===== src/rtl/corrimiento_nbits_if.sv =====
// ---------------------------------------------------------------------------
// corrimiento_nbits_if
// Bundle of the control, data and status signals of the corrimiento_nbits
// shift/rotate register. Clock and reset are kept outside as plain ports.
//
// Signals:
//   enable    single-step request (one operation per edge while idle)
//   mode      operation select (hold/shl/shr/rol/ror/load)
//   in        serial input bit
//   load_data parallel load value
//   start     burst request
//   count     burst length
//   Out       register contents
//   sout      last bit expelled by a shift or rotate
//   busy      burst in progress (RUN or DONE)
//   done      one-cycle burst completion pulse
//
// Modports:
//   master  drives requests, observes status (testbench / controller side)
//   slave   the register block itself
// ---------------------------------------------------------------------------
interface corrimiento_nbits_if #(
    parameter int WIDTH = 10,
    parameter int CNT_W = 4
);
    logic             enable;
    logic [2:0]       mode;
    logic             in;
    logic [WIDTH-1:0] load_data;
    logic             start;
    logic [CNT_W-1:0] count;
    logic [WIDTH-1:0] Out;
    logic             sout;
    logic             busy;
    logic             done;

    modport master (
        output enable, mode, in, load_data, start, count,
        input  Out, sout, busy, done
    );

    modport slave (
        input  enable, mode, in, load_data, start, count,
        output Out, sout, busy, done
    );
endinterface


===== src/rtl/corrimiento_nbits.sv =====
// ---------------------------------------------------------------------------
// corrimiento_nbits
// WIDTH-bit shift/rotate register with single-step operation and a counted
// burst mode controlled by a small IDLE/RUN/DONE state machine.
//
// Ports:
//   clk   single clock, all state changes on the rising edge
//   rst   asynchronous active-high reset
//   bus   corrimiento_nbits_if.slave (enable, mode, in, load_data, start,
//         count in; Out, sout, busy, done out)
//
// Modes: 000 hold, 001 shift up, 010 shift down, 011 rotate up,
//        100 rotate down, 101 parallel load, 110/111 hold.
// ---------------------------------------------------------------------------
module corrimiento_nbits #(
    parameter int WIDTH = 10,
    parameter int CNT_W = 4
) (
    input  logic                 clk,
    input  logic                 rst,
    corrimiento_nbits_if.slave   bus
);

    localparam logic [2:0] MODE_SHL  = 3'b001;
    localparam logic [2:0] MODE_SHR  = 3'b010;
    localparam logic [2:0] MODE_ROL  = 3'b011;
    localparam logic [2:0] MODE_ROR  = 3'b100;
    localparam logic [2:0] MODE_LOAD = 3'b101;

    typedef enum logic [1:0] {
        IDLE = 2'b00,
        RUN  = 2'b01,
        DONE = 2'b10
    } state_t;

    state_t           state_q, state_d;
    logic [CNT_W-1:0] rem_q, rem_d;
    logic [2:0]       mode_q, mode_d;
    logic [WIDTH-1:0] out_q, out_d;
    logic             sout_q, sout_d;

    // Operation request for this edge: either a single step from IDLE
    // (using the live mode) or one burst step in RUN (using the latched mode)
    logic             do_op;
    logic [2:0]       op_mode;

    // State register plus all datapath registers
    always_ff @(posedge clk or posedge rst) begin
        if (rst) begin
            state_q <= IDLE;
            rem_q   <= '0;
            mode_q  <= 3'b000;
            out_q   <= '0;
            sout_q  <= 1'b0;
        end else begin
            state_q <= state_d;
            rem_q   <= rem_d;
            mode_q  <= mode_d;
            out_q   <= out_d;
            sout_q  <= sout_d;
        end
    end

    // Next-state logic. Start has priority over enable in IDLE, and every
    // request input is ignored outside IDLE.
    always_comb begin
        state_d = state_q;
        rem_d   = rem_q;
        mode_d  = mode_q;
        do_op   = 1'b0;
        op_mode = mode_q;
        case (state_q)
            IDLE: begin
                if (bus.start) begin
                    if (bus.count != '0) begin
                        mode_d  = bus.mode;
                        rem_d   = bus.count;
                        state_d = RUN;
                    end else begin
                        state_d = DONE;
                    end
                end else if (bus.enable) begin
                    do_op   = 1'b1;
                    op_mode = bus.mode;
                end
            end
            RUN: begin
                // The step performed while rem_q==1 is the last of the burst
                do_op   = 1'b1;
                op_mode = mode_q;
                rem_d   = rem_q - CNT_W'(1);
                if (rem_q == CNT_W'(1)) begin
                    state_d = DONE;
                end
            end
            DONE: begin
                state_d = IDLE;
            end
            default: begin
                state_d = IDLE;
            end
        endcase
    end

    // Datapath: hold and load leave sout untouched, shifts and rotates
    // capture the expelled bit
    always_comb begin
        out_d  = out_q;
        sout_d = sout_q;
        if (do_op) begin
            case (op_mode)
                MODE_SHL: begin
                    out_d  = {out_q[WIDTH-2:0], bus.in};
                    sout_d = out_q[WIDTH-1];
                end
                MODE_SHR: begin
                    out_d  = {bus.in, out_q[WIDTH-1:1]};
                    sout_d = out_q[0];
                end
                MODE_ROL: begin
                    out_d  = {out_q[WIDTH-2:0], out_q[WIDTH-1]};
                    sout_d = out_q[WIDTH-1];
                end
                MODE_ROR: begin
                    out_d  = {out_q[0], out_q[WIDTH-1:1]};
                    sout_d = out_q[0];
                end
                MODE_LOAD: begin
                    out_d  = bus.load_data;
                end
                default: begin
                    out_d  = out_q;
                end
            endcase
        end
    end

    assign bus.Out  = out_q;
    assign bus.sout = sout_q;
    assign bus.busy = (state_q != IDLE);
    assign bus.done = (state_q == DONE);

endmodule


===== src/flat_wrapper.sv =====
// flat-port wrapper written by rule: the top's interface ports become plain ports
module corrimiento_nbits_flat 
#(
    parameter int WIDTH = 10,
    parameter int CNT_W = 4
)
  (clk, rst, bus_enable, bus_mode, bus_in, bus_load_data, bus_start, bus_count, bus_Out, bus_sout, bus_busy, bus_done);
  corrimiento_nbits_if #(.WIDTH(WIDTH), .CNT_W(CNT_W)) bus_i ();
  input  logic clk;
  input  logic rst;
  input wire logic [$bits(bus_i.enable)-1:0] bus_enable;
  input wire logic [$bits(bus_i.mode)-1:0] bus_mode;
  input wire logic [$bits(bus_i.in)-1:0] bus_in;
  input wire logic [$bits(bus_i.load_data)-1:0] bus_load_data;
  input wire logic [$bits(bus_i.start)-1:0] bus_start;
  input wire logic [$bits(bus_i.count)-1:0] bus_count;
  output wire logic [$bits(bus_i.Out)-1:0] bus_Out;
  output wire logic [$bits(bus_i.sout)-1:0] bus_sout;
  output wire logic [$bits(bus_i.busy)-1:0] bus_busy;
  output wire logic [$bits(bus_i.done)-1:0] bus_done;
  assign bus_i.enable = bus_enable;
  assign bus_i.mode = bus_mode;
  assign bus_i.in = bus_in;
  assign bus_i.load_data = bus_load_data;
  assign bus_i.start = bus_start;
  assign bus_i.count = bus_count;
  assign bus_Out = bus_i.Out;
  assign bus_sout = bus_i.sout;
  assign bus_busy = bus_i.busy;
  assign bus_done = bus_i.done;
  corrimiento_nbits #(.WIDTH(WIDTH), .CNT_W(CNT_W)) u_core (.clk(clk), .rst(rst), .bus(bus_i));
endmodule

===== config.mk =====
export PLATFORM = sky130hd
export DESIGN_NAME = corrimiento_nbits_flat
export DESIGN_NICKNAME = d
export VERILOG_FILES = /design/src/rtl/corrimiento_nbits_if.sv /design/src/rtl/corrimiento_nbits.sv /design/src/flat_wrapper.sv
export SDC_FILE = /design/constraint.sdc
export NUM_CORES = 1
export LEC_CHECK = 0
export CELL_PAD_IN_SITES_DETAIL_PLACEMENT = 1
export CELL_PAD_IN_SITES_GLOBAL_PLACEMENT = 1
export CORE_MARGIN = 10
export CORE_UTILIZATION = 32
export DETAILED_ROUTE_END_ITERATION = 8
export GPL_TIMING_DRIVEN = 0
export HOLD_SLACK_MARGIN = 0.02
export PLACE_DENSITY_LB_ADDON = 0.15
export SLEW_MARGIN = 20
export SYNTH_ARGS = -nofsm -noshare
export SYNTH_HDL_FRONTEND = slang
export SYNTH_SLANG_ARGS = --single-unit

===== constraint.sdc =====
create_clock -name clk -period 1.83 [get_ports clk]
set_input_delay 0.366 -clock clk [delete_from_list [all_inputs] [get_ports clk]]
set_output_delay 0.366 -clock clk [all_outputs]
set_load 0.005 [all_outputs]

==> metrics.md, run 1 <==
| Metric | Value |
|---|---|
| Dpl cells | `217` |
| Ys async rst share | `100.0%` |
| Drt pass-1 iters | `4` |
| Final min period | `1.782 ns` |
| Largest net degree at the start of global routing | `21` |
| Crit path cell chain | `nor4b_4 -> buf_6 -> a211oi_1 -> o21ai_1 -> buf_2 -> nand2_1 -> o41ai_4` |
| Fmax | `0.5612 GHz` |
| Pwr dens | `1695 mW/mm^2` |
| Tot GR Track Use | `11.53%` |
| Clock Path Buffers | `2` |
| WL/cell | `18.97 um` |
| Yosys top cell area share | `38.68%` |
| Register area | `504.2 sq um` |
| DPL Wire Length | `3073 um` |
| Yosys top cell by area | `dfrtp_1` |
| Yosys cell types | `42` |
| Max Cap Viol | `0` |
| Yosys Warn Count | `0` |
| Standard-cell row count | `23` |
| Crit-path max cell delay | `0.45 ns` |
| CTS buffer count | `3` |
| CTS tree | `built` |
| Die ar. | `0.006986 sq mm` |
| WP data required | `2.00 ns` |
| Tightest hold margin | `0.5151 ns` |
| Crit. End Element | `flop` |
| WP buf/inv | `2` |
| RSZ-0062 raised after global routing | `yes` |
| FF-to-FF Start | `u_core.state_q[1]` |
| Multi-input logic area | `808.3 sq um` |
| Area Overhead vs Synth | `47.49%` |
| Hold path cells | `2` |
| R2R depth | `7` |
| Routability cong. | `0.7525` |
| Critical Path Slowest Stage Cell | `dfrtp_2` |
| Post-synth top flop | `dfrtp_1` |
| CP max FO | `10` |
| Slew Viols, Final | `0` |
| Routed wire length | `4343 um` |
| Die width | `83.59 um` |
| Clk sinks | `20` |
| Inserted Diodes | `0` |
| Nets | `204` |
| Initial core utilization | `32.81%` |
| IO Pins | `35` |
| Hold endpoint | `u_core.mode_q[2]` |
| Status | `completed` |
| Routed vias/inst | `5.581` |
| Post-synthesis sequential area ratio | `38.68%` |
| RR Endpoint | `u_core.bus.Out[0]` |
| Synth area leaders | `dfrtp_1, a222oi_1, o21ai_1` |
| Top cells by count, synth | `dfrtp_1, nand2_1, o21ai_1` |
| Synth Register Bits | `20` |
| CP startpoint kind | `flop` |
| Fin cells | `229` |
| CP Class | `flop to flop` |
| CP top delay family | `buffers and inverters` |
| Syn nets | `157` |
| Min-Delay Path Class | `input port to flop` |
| Clock skew | `0.004982 ns` |
| Mapped cell area | `0.001294 sq mm` |
| H-tree Lvls | `1` |
| Post-synth EDFFs | `0` |
| Final hold violation count | `0` |
| DRT iter0 DRCs | `121` |
| Pleak | `0.7870 nW` |
| Fin crit share | `97.38%` |
| Vias in the first global route | `1341` |
| GR Overflow Total | `0` |
| Setup Viol. Count Final | `0` |
| Mapped Cells | `133` |
| Slew margin rel. | `45.15%` |
| Share of layout cells above drive strength 1 | `18.99%` |
| Syn Area/Cell | `9.727 sq um` |
| CORE AREA | `0.003943 sq mm` |
| Insertion delay to the later sink of the worst-skew pair | `0.27 ns` |
| Via count | `1278` |
| Most common cell in the netlist | `dfrtp_1` |
| Die height | `83.59 um` |
| Slew @ Worst Pin | `0.8218 ns` |
| Initial antenna violation count | `0` |
| Peak VDD IR | `0.7706 mV` |
| Worst EP arrival | `1.95 ns` |
| Post-route ant nets | `0` |
| Fillers | `442` |
| Root buffer cell | `clkbuf_8` |
| IO buf count | `34` |
| Clock transition at path regs | `0.08 ns` |
| Register-to-register setup slack | `0.05 ns` |
| First-pass GRT wire length | `6789 um` |
| Min-delay src | `bus_mode[2]` |
| Post-route DRC | `0` |
| Worst path depth | `7` |
## registers in the layout (all words and copies together), names as in the netlist
signal / count
u_core.bus.Out: 10
u_core.rem_q: 4
u_core.mode_q: 3
u_core.state_q: 2
u_core.bus.sout: 1
## report_power, final
group          internal, mW  switching (mW)  leakage, nW
clock                 0.293           0.162       0.0357
combinational         0.945           0.934        0.507
sequential            0.650           0.251        0.245
total                  1.89            1.35        0.787
## cell families after synthesis
logic type,synth area share [%]
buf+inv,4.738
flops,38.68
compound gates,29.30
xor+xnor,1.354
simple gates,19.83
mux,4.158
fa+ha+maj,1.934
## cell usage in the layout, fill, tap and decap left out, types with 2 or more instances in the layout
master           netlist  layout
mux2i_1                2       2
buf_6                  2       3
mux2_1                 2       2
buf_4                  0       6
clkdlybuf4s50_1        0      28
o22a_1                 2       2
a222oi_1               8       8
a211oi_1               2       2
nand2b_1               9       8
nand2_1               13      13
nor2_1                 6       5
a221oi_1               2       2
inv_1                  8       8
dlygate4sd2_1          0       4
ha_1                   2       2
dfrtp_1               20      17
a21oi_1                7       7
o21ai_1               13      13
o22ai_1                2       2
nor3_1                 4       4
clkbuf_8               0       3
o21ai_0                2       2
dfrtp_2                0       3
## what timing repair did
item / 4_1_cts / 5_1_grt
pin swaps: 1 / 5
hold buffers: 0 / 0
setup buffers: 4 / 2
cloned: 0 / 2
gates resized for setup: 11 / 17
setup endpoints to repair: 15 / 15
## area by class of cell
class / instances / area share (%)
Clock inverter: 1 / 1.574
Sequential cell: 20 / 26.43
Clock buffer: 3 / 2.164
Buffer: 4 / 2.033
Timing Repair Buffer: 41 / 20.59
Tap cell: 50 / 3.279
Inverter: 8 / 1.574
Multi-Input combinational cell: 102 / 42.36
## how the worst max path moves through the flow
stage / start / endpoint
after floorplan: u_core.state_q[1] / u_core.bus.Out[1]
after global placement: bus_start / u_core.bus.Out[0]
after detailed placement: bus_start / u_core.bus.Out[0]
after CTS: bus_enable / u_core.bus.Out[8]
after global routing: u_core.state_q[1] / u_core.bus.Out[0]
final: u_core.state_q[1] / u_core.bus.Out[0]
## per-layer routing
| layer | GRT usage, % | routed length [um] | share of wire [%] | vias up |
|---|---|---|---|---|
| li1 | - | - | - | 608 |
| met1 | 12.77 | 1876 | 43 | 634 |
| met2 | 20.35 | 2230 | 51 | 34 |
| met3 | 4.102 | 217 | 5.0 | 2 |
| met4 | 2.740 | 19 | 0.44 | 0 |
| met5 | 0 | 0 | 0 | - |
## stage by stage
| step | utilization [%] | TNS (ns) | cell area, sq um | total power [mW] | setup slack (ns) |
|---|---|---|---|---|---|
| floorplan | - | 0 | 1294 | 1.870 | 0.1181 |
| global placement | 43.03 | -5.807 | 1697 | 2.401 | -0.4690 |
| detailed placement | 43.03 | -6.888 | 1697 | 2.469 | -0.5614 |
| CTS | 46.11 | 0 | 1818 | 3.084 | 0.008266 |
| global route | 48.40 | -0.1729 | 1908 | 3.483 | -0.05657 |
| finish | 48.40 | 0 | 1908 | 3.235 | 0.04795 |
## worst register-to-register path: stages, from the launching register on
cell      delay [ns]
dfrtp_2         0.45
nor4b_4         0.28
buf_6           0.18
a211oi_1        0.06
o21ai_1         0.24
buf_2           0.28
nand2_1         0.12
o41ai_4         0.07
No activity file was read; power rests on OpenSTA's default activity.
==> inputs of run 2 (changes only) <==
--- a/config.mk
+++ b/config.mk
@@ -10,6 +10,7 @@
 export CORE_MARGIN = 10
 export CORE_UTILIZATION = 32
 export DETAILED_ROUTE_END_ITERATION = 8
+export GPL_ROUTABILITY_DRIVEN = 1
 export GPL_TIMING_DRIVEN = 0
 export HOLD_SLACK_MARGIN = 0.02
 export PLACE_DENSITY_LB_ADDON = 0.15
==> constraint.sdc (replaced) <==
create_clock -name clk -period 1.5 [get_ports clk]
set_input_delay 0.3 -clock clk [delete_from_list [all_inputs] [get_ports clk]]
set_output_delay 0.3 -clock clk [all_outputs]
set_load 0.005 [all_outputs]
==> run 2 against run 1 <==
Against the previous run: the flow now finishes with violations (negative setup slack); fmax fell by 0.91%; critical path depth down 1; clock power rose by 22%; final cell count grew 6.1%; wire length increased by 7.5%; combinational power up 42%; power is 32% higher; global-route usage is 0.99 points higher; die area is the same.
==> metrics.md, run 2 (synthesis gave the netlist of run 1 again) <==
| Metric | Value |
|---|---|
| Crit. End Element | `flop` |
| Initial antenna violation count | `0 (unchanged)` |
| Via count | `1338 (+4.7%)` |
| Routability cong. | `0.7572 (+0.62%)` |
| Slew @ Worst Pin | `0.8204 ns (-0.001429 ns)` |
| Worst EP arrival | `1.94 ns (about the same)` |
| Post-route DRC | `0 (unchanged)` |
| Met1 Use GR | `13.83% (+1.1 points)` |
| DPL Wire Length | `3115 um (+1.4%)` |
| Clk sinks | `20 (unchanged)` |
| Pleak | `0.8848 nW (+12%)` |
| Routed wire length | `4668 um (+7.5%)` |
| Most frequent cells in the layout | `clkdlybuf4s50_1, buf_4, dfrtp_1, o21ai_1, nand2_1` |
| Die ar. | `0.006986 sq mm (unchanged)` |
| Commonest non-fill, non-tap cell in the layout | `clkdlybuf4s50_1` |
| GRT Max-Usage Layer | `met2` |
| H-tree Lvls | `1 (unchanged)` |
| Drt pass-1 iters | `4 (unchanged)` |
| Standard-cell row count | `23 (unchanged)` |
| Share of layout cells above drive strength 1 | `30.05% (+11 points)` |
| M2 GR Usage | `22.79% (+2.4 points)` |
| CP max FO | `5 (-5)` |
| CTS tree | `built` |
| Dpl cells | `217 (unchanged)` |
| Worst path most repeated cell | `buf_6` |
| Die width | `83.59 um (unchanged)` |
| Pwr dens | `2065 mW/mm^2 (+22%)` |
| Fin cells | `243 (+6.1%)` |
| IO buf count | `34 (unchanged)` |
| First-pass GRT wire length | `7424 um (+9.4%)` |
| Failing checks | `negative setup slack` |
| Slew margin rel. | `45.25% (+0.095 points)` |
| Initial core utilization | `32.81% (unchanged)` |
| Post-route ant nets | `0 (unchanged)` |
| R2R depth | `6 (-1)` |
| Multi-input logic area | `864.6 sq um (+7.0%)` |
| Final min period | `1.798 ns (+0.01640 ns)` |
| Critical Path Slowest Stage Cell | `dfrtp_2` |
| Fmax | `0.5560 GHz (-0.91%)` |
| Register area | `505.5 sq um (+0.25%)` |
| WL/cell | `19.21 um (+1.3%)` |
| DRT iter0 DRCs | `134 (+11%)` |
| Clock transition at path regs | `0.08 ns (about the same)` |
| Area Overhead vs Synth | `60.25%` |
| CP startpoint kind | `flop` |
| CORE AREA | `0.003943 sq mm (unchanged)` |
| Clock Path Buffers | `2 (unchanged)` |
| WP data required | `1.64 ns (-0.36 ns)` |
| Final worst slack | `-0.2985 ns (-0.3464 ns)` |
| GR Overflow Total | `0 (unchanged)` |
| Min-Delay Path Class | `input port to async pin` |
| Peak VDD IR | `0.7748 mV (+0.55%)` |
| Root buffer cell | `clkbuf_8` |
| Nets | `218 (+6.9%)` |
| Fillers | `438 (-0.90%)` |
| Routed vias/inst | `5.506 (-1.3%)` |
| Crit-path max cell delay | `0.45 ns (about the same)` |
| RSZ-0062 raised after global routing | `yes` |
| Tot GR Track Use | `12.51% (+0.99 points)` |
| Crit path cell chain | `nor4b_4 -> buf_6 -> o32ai_4 -> buf_6 -> a222oi_1 -> o21ai_1` |
| CTS buffer count | `3 (unchanged)` |
| Clock skew | `0.009035 ns (+0.004053 ns)` |
| Die height | `83.59 um (unchanged)` |
| Status | `finished with violations` |
| Inserted Diodes | `0 (unchanged)` |
| Max Cap Viol | `0 (unchanged)` |
| Final hold violation count | `0 (unchanged)` |
| Largest net degree at the start of global routing | `21 (unchanged)` |
| Vias in the first global route | `1450 (+8.1%)` |
| Core Util, Final | `52.59% (+4.2 points)` |
| Insertion delay to the later sink of the worst-skew pair | `0.27 ns (about the same)` |
| Fin crit share | `119.9% (+23 points)` |
| Met3 Resource Use GR | `4.004% (-0.098 points)` |
| Setup Viol. Count Final | `15 (+15)` |
| Max FFs per register | `10 (unchanged)` |
| CP Class | `flop to flop` |
| IO Pins | `35 (unchanged)` |
| Slew Viols, Final | `0 (unchanged)` |
## run 2: worst max-delay path, delay by kind of cell (launching register included)
kind	cells	cell delay [ns]
flops	1	0.45
buf+inv	2	0.34
simple gates	1	0.30
compound gates	3	0.59
## run 2: final cells by class
type | count | area share [%]
timing repair buffer | 55 | 24.02
tap | 50 | 3.017
inverter | 8 | 1.448
multi-input combinational | 102 | 41.70
clock buffer | 3 | 1.992
clock inverter | 1 | 1.448
buffer | 4 | 1.992
sequential | 20 | 24.38
## run 2: path summary, 6_finish.rpt
check / end / start / slack [ns]
min reg2reg: u_core.bus.Out[3] / u_core.bus.Out[3] / 0.54
max: u_core.bus.Out[1] / u_core.state_q[0] / -0.30
min: u_core.bus.Out[3] / rst / 0.49
min in group clk: u_core.bus.Out[3] / u_core.bus.Out[3] / 0.54
max reg2reg: u_core.bus.Out[1] / u_core.state_q[0] / -0.30
max in group asynchronous: u_core.mode_q[1] / rst / 0.44
## run 2: report_power, final
part	internal (mW)	switching, mW
Combinational	1.39	1.28
Sequential	0.796	0.259
Clock	0.357	0.198
## run 2: routing by layer
layer / part of all wire (%) / vias to the layer above
met2: 52 / 36
met4: 0.62 / 0
met3: 5.4 / 4
met1: 42 / 663
met5: 0 / -
li1: - / 635
## run 2: what timing repair did
action | 4_1_cts | 5_1_grt
gates resized for setup | 27 | 14
hold buffers | 0 | 0
pin swaps | 4 | 6
endpoints found under the setup margin | 27 | 20
endpoints found under the hold margin | 0 | 0
cloned | 1 | 1
buffers inserted | 17 | 3
## run 2: metrics by stage
step | worst slack (ns) | total power [mW] | hold WS [ns] | setup TNS (ns) | instance area (sq um)
2_1_floorplan | -0.1412 | 2.375 | 0.2638 | -1.457 | 1325
3_3_place_gp | -0.7247 | 3.025 | 0.5232 | -10.86 | 1728
3_5_place_dp | -0.8017 | 3.116 | 0.5289 | -11.84 | 1728
4_1_cts | -0.2306 | 4.092 | 0.5120 | -2.331 | 1997
5_1_grt | -0.3863 | 4.648 | 0.5424 | -4.133 | 2073
6_report | -0.2985 | 4.281 | 0.4877 | -2.643 | 2073
==> inputs of run 3 (changes only) <==
--- a/config.mk
+++ b/config.mk
@@ -14,6 +14,7 @@
 export GPL_TIMING_DRIVEN = 0
 export HOLD_SLACK_MARGIN = 0.02
 export PLACE_DENSITY_LB_ADDON = 0.15
+export SETUP_SLACK_MARGIN = 0.2
 export SLEW_MARGIN = 20
 export SYNTH_ARGS = -nofsm -noshare
 export SYNTH_HDL_FRONTEND = slang
==> run 3 against run 2 <==
Against the previous run: the flow still finishes with violations (negative setup slack); register-to-register slack improved by 0.04 ns; flip-flop and latch count did not move; core utilization rose by 2.4 points; fmax rose by 2.1%; wire length rose by 7.5%; clock skew fell by 0.0043 ns; critical path depth did not move; clock power fell by 34%; sequential share of layout area fell by 1.0 points; largest cell class unchanged.
==> metrics.md, run 3 (synthesis gave the netlist of run 1 again) <==
| Metric | Value |
|---|---|
| Clock transition at path regs | `0.08 ns (about the same)` |
| GRT Max-Usage Layer | `met2` |
| Crit. End Element | `flop` |
| WP data required | `1.64 ns (about the same)` |
| Pre-CTS WS | `-0.7881 ns (+0.01366 ns)` |
| Register area | `506.7 sq um (+0.25%)` |
| Slew @ Worst Pin | `0.8085 ns (-0.01195 ns)` |
| Area Overhead vs Synth | `67.60%` |
| Fmax | `0.5676 GHz (+2.1%)` |
| Inserted Diodes | `0 (unchanged)` |
| CTS tree | `built` |
| Pleak | `0.9487 nW (+7.2%)` |
| Share of layout cells above drive strength 1 | `37.88% (+7.8 points)` |
| Worst EP arrival | `1.90 ns (-0.04 ns)` |
| First-pass GRT wire length | `8107 um (+9.2%)` |
| Peak VDD IR | `0.8575 mV (+11%)` |
| Slew Viols, Final | `0 (unchanged)` |
| H-tree Lvls | `1 (unchanged)` |
| Clock Path Buffers | `2 (unchanged)` |
| Die ar. | `0.006986 sq mm (unchanged)` |
| Pwr dens | `2003 mW/mm^2 (-3.0%)` |
| Insertion delay to the later sink of the worst-skew pair | `0.25 ns (-0.02 ns)` |
| Final worst slack | `-0.2618 ns (+0.03665 ns)` |
| Final min period | `1.762 ns (-0.03665 ns)` |
| Root buffer cell | `clkbuf_8` |
| Fin crit share | `117.5% (-2.4 points)` |
| Clk sinks | `20 (unchanged)` |
| GR Overflow Total | `0 (unchanged)` |
| M2 GR Usage | `24.60% (+1.8 points)` |
| DRT iter0 DRCs | `101 (-25%)` |
| IO buf count | `34 (unchanged)` |
| CP startpoint kind | `flop` |
| Tot GR Track Use | `13.65% (+1.1 points)` |
| Initial core utilization | `32.81% (unchanged)` |
| IO Pins | `35 (unchanged)` |
| Post-route DRC | `0 (unchanged)` |
| Largest net degree at the start of global routing | `21 (unchanged)` |
| Commonest non-fill, non-tap cell in the layout | `buf_4` |
| Fin cells | `248 (+2.1%)` |
| Die height | `83.59 um (unchanged)` |
| Max FFs per register | `10 (unchanged)` |
| Vias in the first global route | `1532 (+5.7%)` |
| WL/cell | `20.24 um (+5.4%)` |
| DPL Wire Length | `3195 um (+2.6%)` |
| Multi-input logic area | `949.7 sq um (+9.8%)` |
| Status | `finished with violations` |
| Clock skew | `0.004686 ns (-0.004349 ns)` |
| Overall power | `4.342 mW (+1.4%)` |
| Most frequent cells in the layout | `buf_4, dlygate4sd2_1, dfrtp_1` |
| Design area | `0.002168 sq mm (+4.6%)` |
| Drt pass-1 iters | `4 (unchanged)` |
| CTS buffer count | `3 (unchanged)` |
| Post-DP Area | `0.001770 sq mm (+2.5%)` |
| Routed vias/inst | `5.528 (+0.40%)` |
| Final hold violation count | `0 (unchanged)` |
| CP Class | `flop to flop` |
| Max Cap Viol | `0 (unchanged)` |
| Die width | `83.59 um (unchanged)` |
| Dpl cells | `217 (unchanged)` |
| Initial antenna violation count | `0 (unchanged)` |
| Via count | `1371 (+2.5%)` |
| Failing checks | `negative setup slack` |
| Setup Viol. Count Final | `17 (+2)` |
| Nets | `223 (+2.3%)` |
| Slew margin rel. | `46.04% (+0.80 points)` |
| Min-Delay Path Class | `input port to async pin` |
| Fillers | `438 (unchanged)` |
| Routed wire length | `5020 um (+7.5%)` |
| Met3 Resource Use GR | `2.539% (-1.5 points)` |
| Standard-cell row count | `23 (unchanged)` |
| Routability cong. | `0.7452 (-1.6%)` |
| CORE AREA | `0.003943 sq mm (unchanged)` |
| RSZ-0062 raised after global routing | `yes` |
| Post-route ant nets | `0 (unchanged)` |
| Met1 Use GR | `16.37% (+2.5 points)` |
| CP max FO | `5 (unchanged)` |
[run 3: cell type report]
cell class	instances	area share, %
tap	50	2.885
timing repair buffer	60	24.58
multi-input combinational	102	43.80
inverter	8	1.385
sequential	20	23.37
buffer	4	1.904
clock buffer	4	2.077
[run 3: timing repair]
item | CTS | global route
pin swaps | 12 | 5
resized for setup | 52 | 14
cloned | 2 | 0
hold buffers | 0 | 0
setup buffers | 22 | 3
setup endpoints to repair | 32 | 21
[run 3: final timing paths]
| path | endpoint | slack (ns) | depth (start not counted) | startpoint |
|---|---|---|---|---|
| min reg2reg | u_core.bus.sout | 0.56 | 1 | u_core.bus.sout |
| max | u_core.bus.Out[7] | -0.26 | 6 | u_core.state_q[1] |
| min | u_core.bus.Out[0] | 0.50 | 2 | rst |
| min in group clk | u_core.rem_q[2] | 0.53 | 3 | bus_count[2] |
| max in group asynchronous | u_core.state_q[1] | 0.44 | 2 | rst |
| max reg2reg | u_core.bus.Out[7] | -0.26 | 6 | u_core.state_q[1] |
[run 3: per-layer routing]
metal  vias up  share of wire (%)
met2        32                 52
met3         2                3.6
li1        646                  -
met4         0               0.36
met5         -                  0
met1       691                 44
[run 3: critical path, cell delays in order, from the launching register on]
cell      delay [ns]
dfrtp_2         0.45
nor4b_4         0.29
buf_6           0.17
o32ai_4         0.10
buf_6           0.17
a222oi_1        0.36
o21ai_1         0.10
[run 3: through the flow]
stage | utilization, % | hold WS, ns | TNS, ns
final | 55.00 | 0.5024 | -2.943
after global routing | 55.00 | 0.5519 | -4.294
after CTS | 52.68 | 0.5241 | -2.324
after detailed placement | 44.91 | 0.5252 | -10.28
after global placement | 44.91 | 0.5216 | -9.434
after floorplan | - | 0.2638 | -1.457
[run 3: power breakdown]
| part | internal, mW | switching, mW |
|---|---|---|
| Combinational | 1.48 | 1.44 |
| Clock | 0.189 | 0.178 |
| Sequential | 0.798 | 0.260 |
| Total | 2.47 | 1.88 |
